$ cat src/rtl/id_pkg.sv
// id_pkg: shared constants and types for the MIPS decode stage.
// Holds opcode/funct encodings, reset defaults and the branch-class decoder.
package id_pkg;

  // Reset defaults for the IF/ID register
  localparam logic [31:0] PC_RESET_DEF  = 32'h0000_3000;
  localparam logic [31:0] NOP_INSTR_DEF = 32'h0000_0000;

  // Primary opcode field values (instr[31:26])
  localparam logic [5:0] OP_SPECIAL = 6'b000000;
  localparam logic [5:0] OP_BEQ     = 6'b000100;
  localparam logic [5:0] OP_BNE     = 6'b000101;
  localparam logic [5:0] OP_J       = 6'b000010;
  localparam logic [5:0] OP_JAL     = 6'b000011;

  // SPECIAL funct field values (instr[5:0])
  localparam logic [5:0] FN_JR   = 6'b001000;
  localparam logic [5:0] FN_JALR = 6'b001001;

  // Control-transfer class of the instruction sitting in ID
  typedef enum logic [2:0] {
    BR_NONE = 3'd0,
    BR_BEQ  = 3'd1,
    BR_BNE  = 3'd2,
    BR_J    = 3'd3,
    BR_JAL  = 3'd4,
    BR_JR   = 3'd5,
    BR_JALR = 3'd6
  } br_class_e;

  // Classify an instruction from its opcode and funct fields.
  // Anything that is not a recognised control transfer maps to BR_NONE.
  function automatic br_class_e decode_branch(input logic [5:0] op,
                                              input logic [5:0] funct);
    br_class_e cls;
    cls = BR_NONE;
    case (op)
      OP_BEQ: cls = BR_BEQ;
      OP_BNE: cls = BR_BNE;
      OP_J:   cls = BR_J;
      OP_JAL: cls = BR_JAL;
      OP_SPECIAL: begin
        case (funct)
          FN_JR:   cls = BR_JR;
          FN_JALR: cls = BR_JALR;
          default: cls = BR_NONE;
        endcase
      end
      default: cls = BR_NONE;
    endcase
    return cls;
  endfunction

endpackage

$ cat src/rtl/id_branch_unit.sv
// id_branch_unit: combinational branch/jump resolver for the ID stage.
// Decodes the ID instruction, evaluates the branch condition on the
// forwarded operands and produces the redirect target. All arithmetic
// wraps mod 2^32.
module id_branch_unit
  import id_pkg::*;
(
  input  logic [31:0] ID_PC,
  input  logic [31:0] ID_Instr,
  input  logic [31:0] RS_Data,
  input  logic [31:0] RT_Data,
  output logic        taken,
  output logic [31:0] target
);

  br_class_e   br_class_s;
  logic [31:0] pc_plus4_s;
  logic [31:0] br_offset_s;
  logic [31:0] br_target_s;
  logic [31:0] jmp_target_s;
  logic        rs_eq_rt_s;

  assign br_class_s   = decode_branch(ID_Instr[31:26], ID_Instr[5:0]);
  assign pc_plus4_s   = ID_PC + 32'd4;
  // Word offset: sign-extended imm16 shifted left by two
  assign br_offset_s  = {{14{ID_Instr[15]}}, ID_Instr[15:0], 2'b00};
  assign br_target_s  = pc_plus4_s + br_offset_s;
  // Pseudo-direct jump keeps the 256 MB region of the delay-slot PC
  assign jmp_target_s = {pc_plus4_s[31:28], ID_Instr[25:0], 2'b00};
  assign rs_eq_rt_s   = (RS_Data == RT_Data);

  // Select condition and target according to the decoded class
  always_comb begin
    taken  = 1'b0;
    target = 32'd0;
    case (br_class_s)
      BR_BEQ: begin
        taken  = rs_eq_rt_s;
        target = br_target_s;
      end
      BR_BNE: begin
        taken  = ~rs_eq_rt_s;
        target = br_target_s;
      end
      BR_J, BR_JAL: begin
        taken  = 1'b1;
        target = jmp_target_s;
      end
      BR_JR, BR_JALR: begin
        taken  = 1'b1;
        target = RS_Data;
      end
      BR_NONE: begin
        taken  = 1'b0;
        target = 32'd0;
      end
      default: begin
        taken  = 1'b0;
        target = 32'd0;
      end
    endcase
  end

endmodule

$ cat src/rtl/id_stage.sv
// id_stage: IF/ID pipeline register plus branch/jump resolution in ID.
// Drives fetch enable and the redirect (Branch_Jump/PC_Update) back to IF
// and hands PC, instruction, valid and link address to the ID/EX logic.
// Optional build macro ID_FLUSH_EN: removes the delay slot by squashing the
// wrong-path fetch on a redirect; link address becomes ID_PC + 4.
module id_stage
  import id_pkg::*;
#(
  parameter logic [31:0] PC_RESET  = PC_RESET_DEF,
  parameter logic [31:0] NOP_INSTR = NOP_INSTR_DEF
) (
  input  logic        Clock,
  input  logic        Reset,
  input  logic [31:0] IF_PC,
  input  logic [31:0] IF_Instr,
  input  logic        Stall,
  input  logic [31:0] RS_Data,
  input  logic [31:0] RT_Data,
  output logic        Enable,
  output logic        Branch_Jump,
  output logic [31:0] PC_Update,
  output logic [31:0] ID_PC,
  output logic [31:0] ID_Instr,
  output logic        ID_Valid,
  output logic [31:0] Link_Addr
);

`ifdef ID_FLUSH_EN
  // No delay slot: return lands on the instruction after the call
  localparam logic [31:0] LINK_OFS = 32'd4;
`else
  // Delay slot executes, so return skips past it
  localparam logic [31:0] LINK_OFS = 32'd8;
`endif

  logic [31:0] id_pc_q,    id_pc_d;
  logic [31:0] id_instr_q, id_instr_d;
  logic        id_valid_q, id_valid_d;

  logic        bu_taken_s;
  logic [31:0] bu_target_s;
  logic        branch_jump_s;

  id_branch_unit u_branch_unit (
    .ID_PC    (id_pc_q),
    .ID_Instr (id_instr_q),
    .RS_Data  (RS_Data),
    .RT_Data  (RT_Data),
    .taken    (bu_taken_s),
    .target   (bu_target_s)
  );

  // A stalled cycle never redirects; the decision is re-made once it clears
  assign branch_jump_s = bu_taken_s & id_valid_q & ~Stall;

  // IF/ID next-state: hold on stall, otherwise load the fetched instruction
  always_comb begin
    id_pc_d    = id_pc_q;
    id_instr_d = id_instr_q;
    id_valid_d = id_valid_q;
    if (Stall) begin
      id_pc_d    = id_pc_q;
      id_instr_d = id_instr_q;
      id_valid_d = id_valid_q;
    end else begin
`ifdef ID_FLUSH_EN
      if (branch_jump_s) begin
        // Squash the wrong-path fetch; keep its PC for traceability
        id_pc_d    = IF_PC;
        id_instr_d = NOP_INSTR;
        id_valid_d = 1'b0;
      end else begin
        id_pc_d    = IF_PC;
        id_instr_d = IF_Instr;
        id_valid_d = 1'b1;
      end
`else
      id_pc_d    = IF_PC;
      id_instr_d = IF_Instr;
      id_valid_d = 1'b1;
`endif
    end
  end

  // IF/ID register with asynchronous active-low reset to a bubble
  always_ff @(posedge Clock or negedge Reset) begin
    if (!Reset) begin
      id_pc_q    <= PC_RESET;
      id_instr_q <= NOP_INSTR;
      id_valid_q <= 1'b0;
    end else begin
      id_pc_q    <= id_pc_d;
      id_instr_q <= id_instr_d;
      id_valid_q <= id_valid_d;
    end
  end

  // Redirect and fetch-control outputs toward IF
  always_comb begin
    Enable      = ~Stall;
    Branch_Jump = branch_jump_s;
    if (branch_jump_s) begin
      PC_Update = bu_target_s;
    end else begin
      PC_Update = 32'd0;
    end
  end

  assign ID_PC     = id_pc_q;
  assign ID_Instr  = id_instr_q;
  assign ID_Valid  = id_valid_q;
  assign Link_Addr = id_pc_q + LINK_OFS;

endmodule

$ cat config.mk
export PLATFORM = sky130hd
export DESIGN_NAME = id_stage
export DESIGN_NICKNAME = d
export VERILOG_FILES = /design/src/rtl/id_pkg.sv /design/src/rtl/id_branch_unit.sv /design/src/rtl/id_stage.sv
export SDC_FILE = /design/constraint.sdc
export NUM_CORES = 1
export LEC_CHECK = 0
export ABC_AREA = 1
export CAP_MARGIN = 30
export CORE_ASPECT_RATIO = 1.25
export CORE_MARGIN = 3
export CORE_UTILIZATION = 48
export CTS_BUF_LIST = sky130_fd_sc_hd__clkbuf_2 sky130_fd_sc_hd__clkbuf_4 sky130_fd_sc_hd__clkbuf_8
export DETAILED_ROUTE_END_ITERATION = 8
export GPL_ROUTABILITY_DRIVEN = 0
export PLACE_DENSITY_LB_ADDON = 0.25
export REMOVE_ABC_BUFFERS = 1
export SLEW_MARGIN = 0
export SYNTH_ARGS = -nofsm -noshare
export SYNTH_HDL_FRONTEND = slang
export SYNTH_HIERARCHICAL = 1
export SYNTH_SLANG_ARGS = --single-unit
$ cat constraint.sdc
create_clock -name Clock -period 4.15 [get_ports Clock]
set_input_delay 0.415 -clock Clock [delete_from_list [all_inputs] [get_ports Clock]]
set_output_delay 0.415 -clock Clock [all_outputs]
set_load 0.02 [all_outputs]
Word level (Yosys, flattened, before mapping) --
Index checks and enable logic that the tools add are counted.
Storage, ports and cells: bits of input ports 131, output and inout port bits 131, flip-flop bits (word level) 65
Operators by class: equal/unequal tests 13, reduce and logical (&&, ||, !) cells 5, add/subtract/negate cells 3, bitwise logic cells 4, muxes and demuxes 5
Operator list (count):
- 32-bit one-hot mux with 3 select lines | 1
- 32-bit by 3-bit adder with 32-bit output (second input constant) | 1
- 32-bit adder | 1
- 32-bit by 4-bit adder with 32-bit output (second input constant) | 1
- 32-bit == test | 1
- 32-bit two-way mux | 1
- 3-bit one-hot mux with 5 select lines | 1
- 6-bit by 2-bit == test with 1-bit output (second input constant) | 2
- 6-bit by 3-bit == test with 1-bit output (second input constant) | 2
- 6-bit by 4-bit == test with 1-bit output (second input constant) | 2
- 3-bit == test (second input constant) | 3
- 3-bit by 2-bit == test with 1-bit output (second input constant) | 2
- 6-bit logical NOT | 1
- 3-bit one-hot mux with 2 select lines | 1
- 2-bit OR reduction | 3
- 4-bit OR reduction | 1
- 3-bit by 1-bit == test with 1-bit output (second input constant) | 1
- 1-bit one-hot mux with 3 select lines | 1
- 1-bit bitwise AND | 2
- 1-bit NOT | 2

Depth between registers and ports, before layout --
word-level depth 9, depth in mapped cells 25, depth with buffers taken out 25

Modules after synthesis --
Netlist, hierarchy kept.
By module, submodules not included:
- id_branch_unit | seq. area each 0.0 um^2, area an instance 4081.4 um^2, instances 1, cells an instance 802
- id_stage | seq. area each 1629.1 um^2, area an instance 3510.9 um^2, instances 1, cells an instance 501

Worst setup path before layout --
Ideal clock, no wire load.
path type reg2out, start register id_pc_q[3], in the netlist ID_PC[3], end output PC_Update[31], path slack 0.673 ns, stages on the path, launching flop included 21, arrival time 3.062 ns, path through dfrtp_1 ha_1 nand2_1 nor2_1 nand3_4 nor2_4 nand2_2 nor2_2 xnor2_1 inv_1 ha_1 nand2_1 nor2_1 and2_1 and3_1 a21oi_1 nand2_1 nand3_1 nand2_1 inv_1 nor2_1
Between the ends: longest elaborated chain between the ends 4
Ends and longest elaborated chain:
- start: declaration | line id_stage.sv:36 | logic [31:0] id_pc_q, id_pc_d;
- start signal: assignment | line id_stage.sv:92 | id_pc_q <= id_pc_d;
- 32-bit by 3-bit adder with 32-bit output * | line id_branch_unit.sv:24 | assign pc_plus4_s = ID_PC + 32'd4;
- 32-bit adder | line id_branch_unit.sv:27 | assign br_target_s = pc_plus4_s + br_offset_s;
- 32-bit one-hot mux with 3 select lines * | line id_branch_unit.sv:36 | case (br_class_s)
- via bu_target_s[31] | line id_stage.sv:41 | logic [31:0] bu_target_s;
- 32-bit two-way mux * | line id_stage.sv:102 | if (branch_jump_s) begin
- end: declaration | line id_stage.sv:21 | output logic [31:0] PC_Update,
Mark *: on every way through the listed nets, which the timed path passes. The rest lies on a longest branch.

Worst setup path after layout --
start register id_pc_q[2], in the netlist ID_PC[2], end output PC_Update[10]
Between the ends: longest elaborated chain between the ends 4
Ends and longest elaborated chain (line):
- 32-bit by 3-bit adder with 32-bit output | id_branch_unit.sv:24
- 32-bit adder | id_branch_unit.sv:27
- 32-bit one-hot mux with 3 select lines | id_branch_unit.sv:36
- via bu_target_s[10] | id_stage.sv:41
- 32-bit two-way mux | id_stage.sv:102
The timed path passes the listed nets, and every way through them passes these cells.

==> results.json <==
{
  "synthesis.area_mm2": 0.00759,
  "routed_wl_um": 27800,
  "syn_avg_cell_area_um2": 5.83,
  "final_area_mm2": 0.0109,
  "avgViaCountPerCell": 5.13,
  "ys_types": 41,
  "wl_per_cell_um": 15.5,
  "finalMaxSlewViolations": 0,
  "vias": 9204,
  "fin_skew_ns": 0,
  "r2r_setup_slack_ns": 2.89,
  "ant_nets": 0,
  "cts_tree": "yes",
  "die-area_mm2": 0.0174,
  "fin_crit_sh_pct": 98.0,
  "hp-class": "in2async",
  "cap_violations": 0,
  "grt_pass1_vias": 8879,
  "yosysSeqAreaShare_pct": 21.5,
  "first_pass_iters": 5,
  "setup_viol_count_final": 0,
  "antenna_found_initial": 1,
  "num_io_pins": 262,
  "htreeDepth": 3,
  "clock_latency_ns": 0.37,
  "reg2reg_depth": 3,
  "pre_cts_ws_ns": 0.0490,
  "crit_type": "reg2out",
  "worst_r2r_endpoint": "ID_Instr[15]",
  "grt-ovfl-total": 0,
  "clock.fmax_mhz": 246,
  "final_nets": 1748,
  "die_x_um": 118,
  "synthCells": 1303,
  "hold_violations": 0,
  "yosys.area.top_type": "nand2_1",
  "fp.dieH_um": 147,
  "tightest_slew_ns": 0.880,
  "grt_pass1_wl_um": 43800,
  "drc_errors": 0,
  "irDropWorstVdd_mv": 0.167,
  "placed_area_mm2": 0.0105,
  "core_mm2": 0.0153,
  "clkSinkCount": 65,
  "cp_data_required_time_ns": 3.73,
  "pwr_density_cell_mw_per_mm2": 245,
  "r2r_start": "ID_Instr[15]",
  "io_buffers": 261,
  "synth.top_cell.area_share_pct": 26.9,
  "status": "completed",
  "synth_seq_cells": 65,
  "grt_start_max_net_pins": 73,
  "dpl.hpwl_um": 21800,
  "yosys_warnings": 6,
  "start_util_pct": 49.7,
  "crit_fanout": 5,
  "path_clk_slew_ns": 0.09,
  "start_kind": "register",
  "p_leak_nw": 5.37,
  "grt_usage_pct": 31.1,
  "clockBufferDepth": 2,
  "rsz0062_at_grt": "yes",
  "slew_headroom_pct": 41.3,
  "fillCellCount": 1333,
  "seqCellArea_mm2": 0.00164,
  "multi_input_area_mm2": 0.00531,
  "crit_path_end_kind": "primary output",
  "area_growth_syn_to_layout_pct": 43.3,
  "synth.area.top_cells": "nand2_1 27%, dfrtp_1 21%, inv_1 8.7%",
  "rows": 50,
  "fin_crit_ns": 4.07,
  "drt-initial-drc-count": 608,
  "cts-root-buf": "clkbuf_8",
  "drive_gt1_share_pct": 10.0,
  "setup_slack_ns": 0.0831,
  "arrival_ns": 3.65,
  "cts_buffers": 9
}
## final cells by class
| cell class | count | area share [%] |
|---|---|---|
| Tap cell | 208 | 2.39 |
| Clock buffer | 9 | 1.14 |
| Inverter | 179 | 6.17 |
| Sequential cell | 65 | 15.0 |
| Antenna cell | 1 | 0.0230 |
| Timing Repair Buffer | 293 | 25.7 |
| Multi-Input combinational cell | 1032 | 48.8 |
| Clock inverter | 7 | 0.713 |
## power by group
part / internal [mW] / leakage, nW / switching, mW
Sequential: 0.690 / 0.778 / 0.0960
Clock: 0.284 / 0.101 / 0.307
Combinational: 0.557 / 4.49 / 0.731
Total: 1.53 / 5.37 / 1.13
## per-layer routing
metal  GRT usage [%]  vias up  wire (um)
met5               0        -          0
met4            14.7        0       1290
met1            36.7     4159      10800
met2            54.6      397      13800
li1                -     4562          -
met3            5.42       86       1990
## how the worst max path moves through the flow
stage              from       endpoint  cells after the start
6_report       ID_PC[2]  PC_Update[10]                     14
5_1_grt        ID_PC[2]  PC_Update[31]                     22
4_1_cts        ID_PC[5]  PC_Update[14]                     16
3_5_place_dp   ID_PC[2]  PC_Update[25]                     21
3_3_place_gp   ID_PC[2]  PC_Update[24]                     21
2_1_floorplan  ID_PC[2]  PC_Update[31]                     20
## cell usage in the layout, fill, tap and decap left out, types with 2 or more instances in the layout
master / netlist / routed
nand3b_1: 13 / 13
a21oi_1: 25 / 17
xnor2_1: 36 / 34
nor3_1: 11 / 7
a22o_1: 8 / 8
clkbuf_2: 0 / 9
nand3_2: 2 / 2
nand4_1: 10 / 10
nor2_4: 7 / 9
a21oi_2: 0 / 8
inv_1: 176 / 175
dlygate4sd2_1: 0 / 3
nor3_4: 3 / 3
or2_2: 14 / 14
nand3_1: 84 / 84
dfrtp_2: 0 / 6
nand2_2: 8 / 10
ha_1: 36 / 32
o21bai_1: 8 / 8
ha_2: 0 / 2
buf_4: 5 / 37
ha_4: 0 / 2
nand2_4: 2 / 2
clkbuf_8: 0 / 9
clkdlybuf4s50_1: 0 / 239
inv_2: 2 / 3
and2_1: 8 / 8
o221ai_1: 2 / 2
dfstp_2: 2 / 2
nor3_2: 1 / 5
inv_6: 0 / 3
xnor2_2: 0 / 2
nor2_1: 129 / 119
dlymetal6s2s_1: 0 / 4
xor2_1: 29 / 29
o21ai_0: 25 / 24
o211ai_1: 4 / 4
nand2_1: 544 / 542
dfrtp_1: 63 / 57
nor2_2: 15 / 23
## state kept, by name, summed over array words and instances (netlist names)
signal,cells
ID_Instr,32
ID_Valid,1
ID_PC,32
## cell usage after synthesis, drive strengths merged
cell    count
a22o        8
dfstp       2
o211ai      4
nor2      151
nor3       15
and2        8
nand4      11
clkinv      1
and3        1
nor4        2
ha         36
a21oi      25
nor3b       1
nand3b     13
xor2       29
clkbuf      9
o21ai      25
nand3      87
nand2     554
fa          1
o21bai      8
inv       178
or2        15
o221ai      2
xnor2      36
buf        18
dfrtp      63
## kinds of logic (layout without fill, tap and decap cells)
| kind of cell | count (synthesis) | count (layout) | synth area share, % |
|---|---|---|---|
| adders and majority gates | 37 | 37 | 6.20 |
| AOI/OAI and AO/OA | 72 | 72 | 5.64 |
| other | 0 | 1 | 0 |
| buffers and inverters | 206 | 488 | 10.6 |
| xor gates and xnor gates | 65 | 65 | 7.50 |
| and+or+nand+nor | 858 | 858 | 48.6 |
| DFF | 65 | 65 | 21.5 |
## repair_timing
action,4_1_cts,5_1_grt
cloned,0,0
gates resized for setup,19,57
setup buffers,0,4
hold buffers,0,0
hold endpoints to repair,0,0
pin swaps,0,4
setup endpoints to repair,18,20
## critical path, stage by stage (launching register included)
cell	delay [ns]
dfrtp_2	0.44
nand3_2	0.13
nor3_4	0.32
buf_4	0.17
xor2_1	0.19
ha_1	0.31
a21oi_1	0.25
nand2_1	0.11
inv_1	0.06
nand2_1	0.15
xnor2_1	0.19
o211ai_1	0.16
inv_1	0.05
nor2_1	0.09
clkdlybuf4s50_1	0.64
## through the flow
step / instances / setup TNS, ns / util (%) / total power [mW] / hold slack, ns
floorplan: 1276 / 0 / - / 1.47 / 0.119
global placement: 1773 / 0 / 69.0 / 2.01 / 0.481
detailed placement: 1773 / 0 / 69.0 / 2.03 / 0.497
CTS: 1789 / 0 / 70.4 / 2.62 / 0.180
global route: 1793 / -0.542 / 71.3 / 2.83 / 0.210
finish: 1794 / 0 / 71.3 / 2.67 / 0.136
Power figures use the tool's default switching activity.
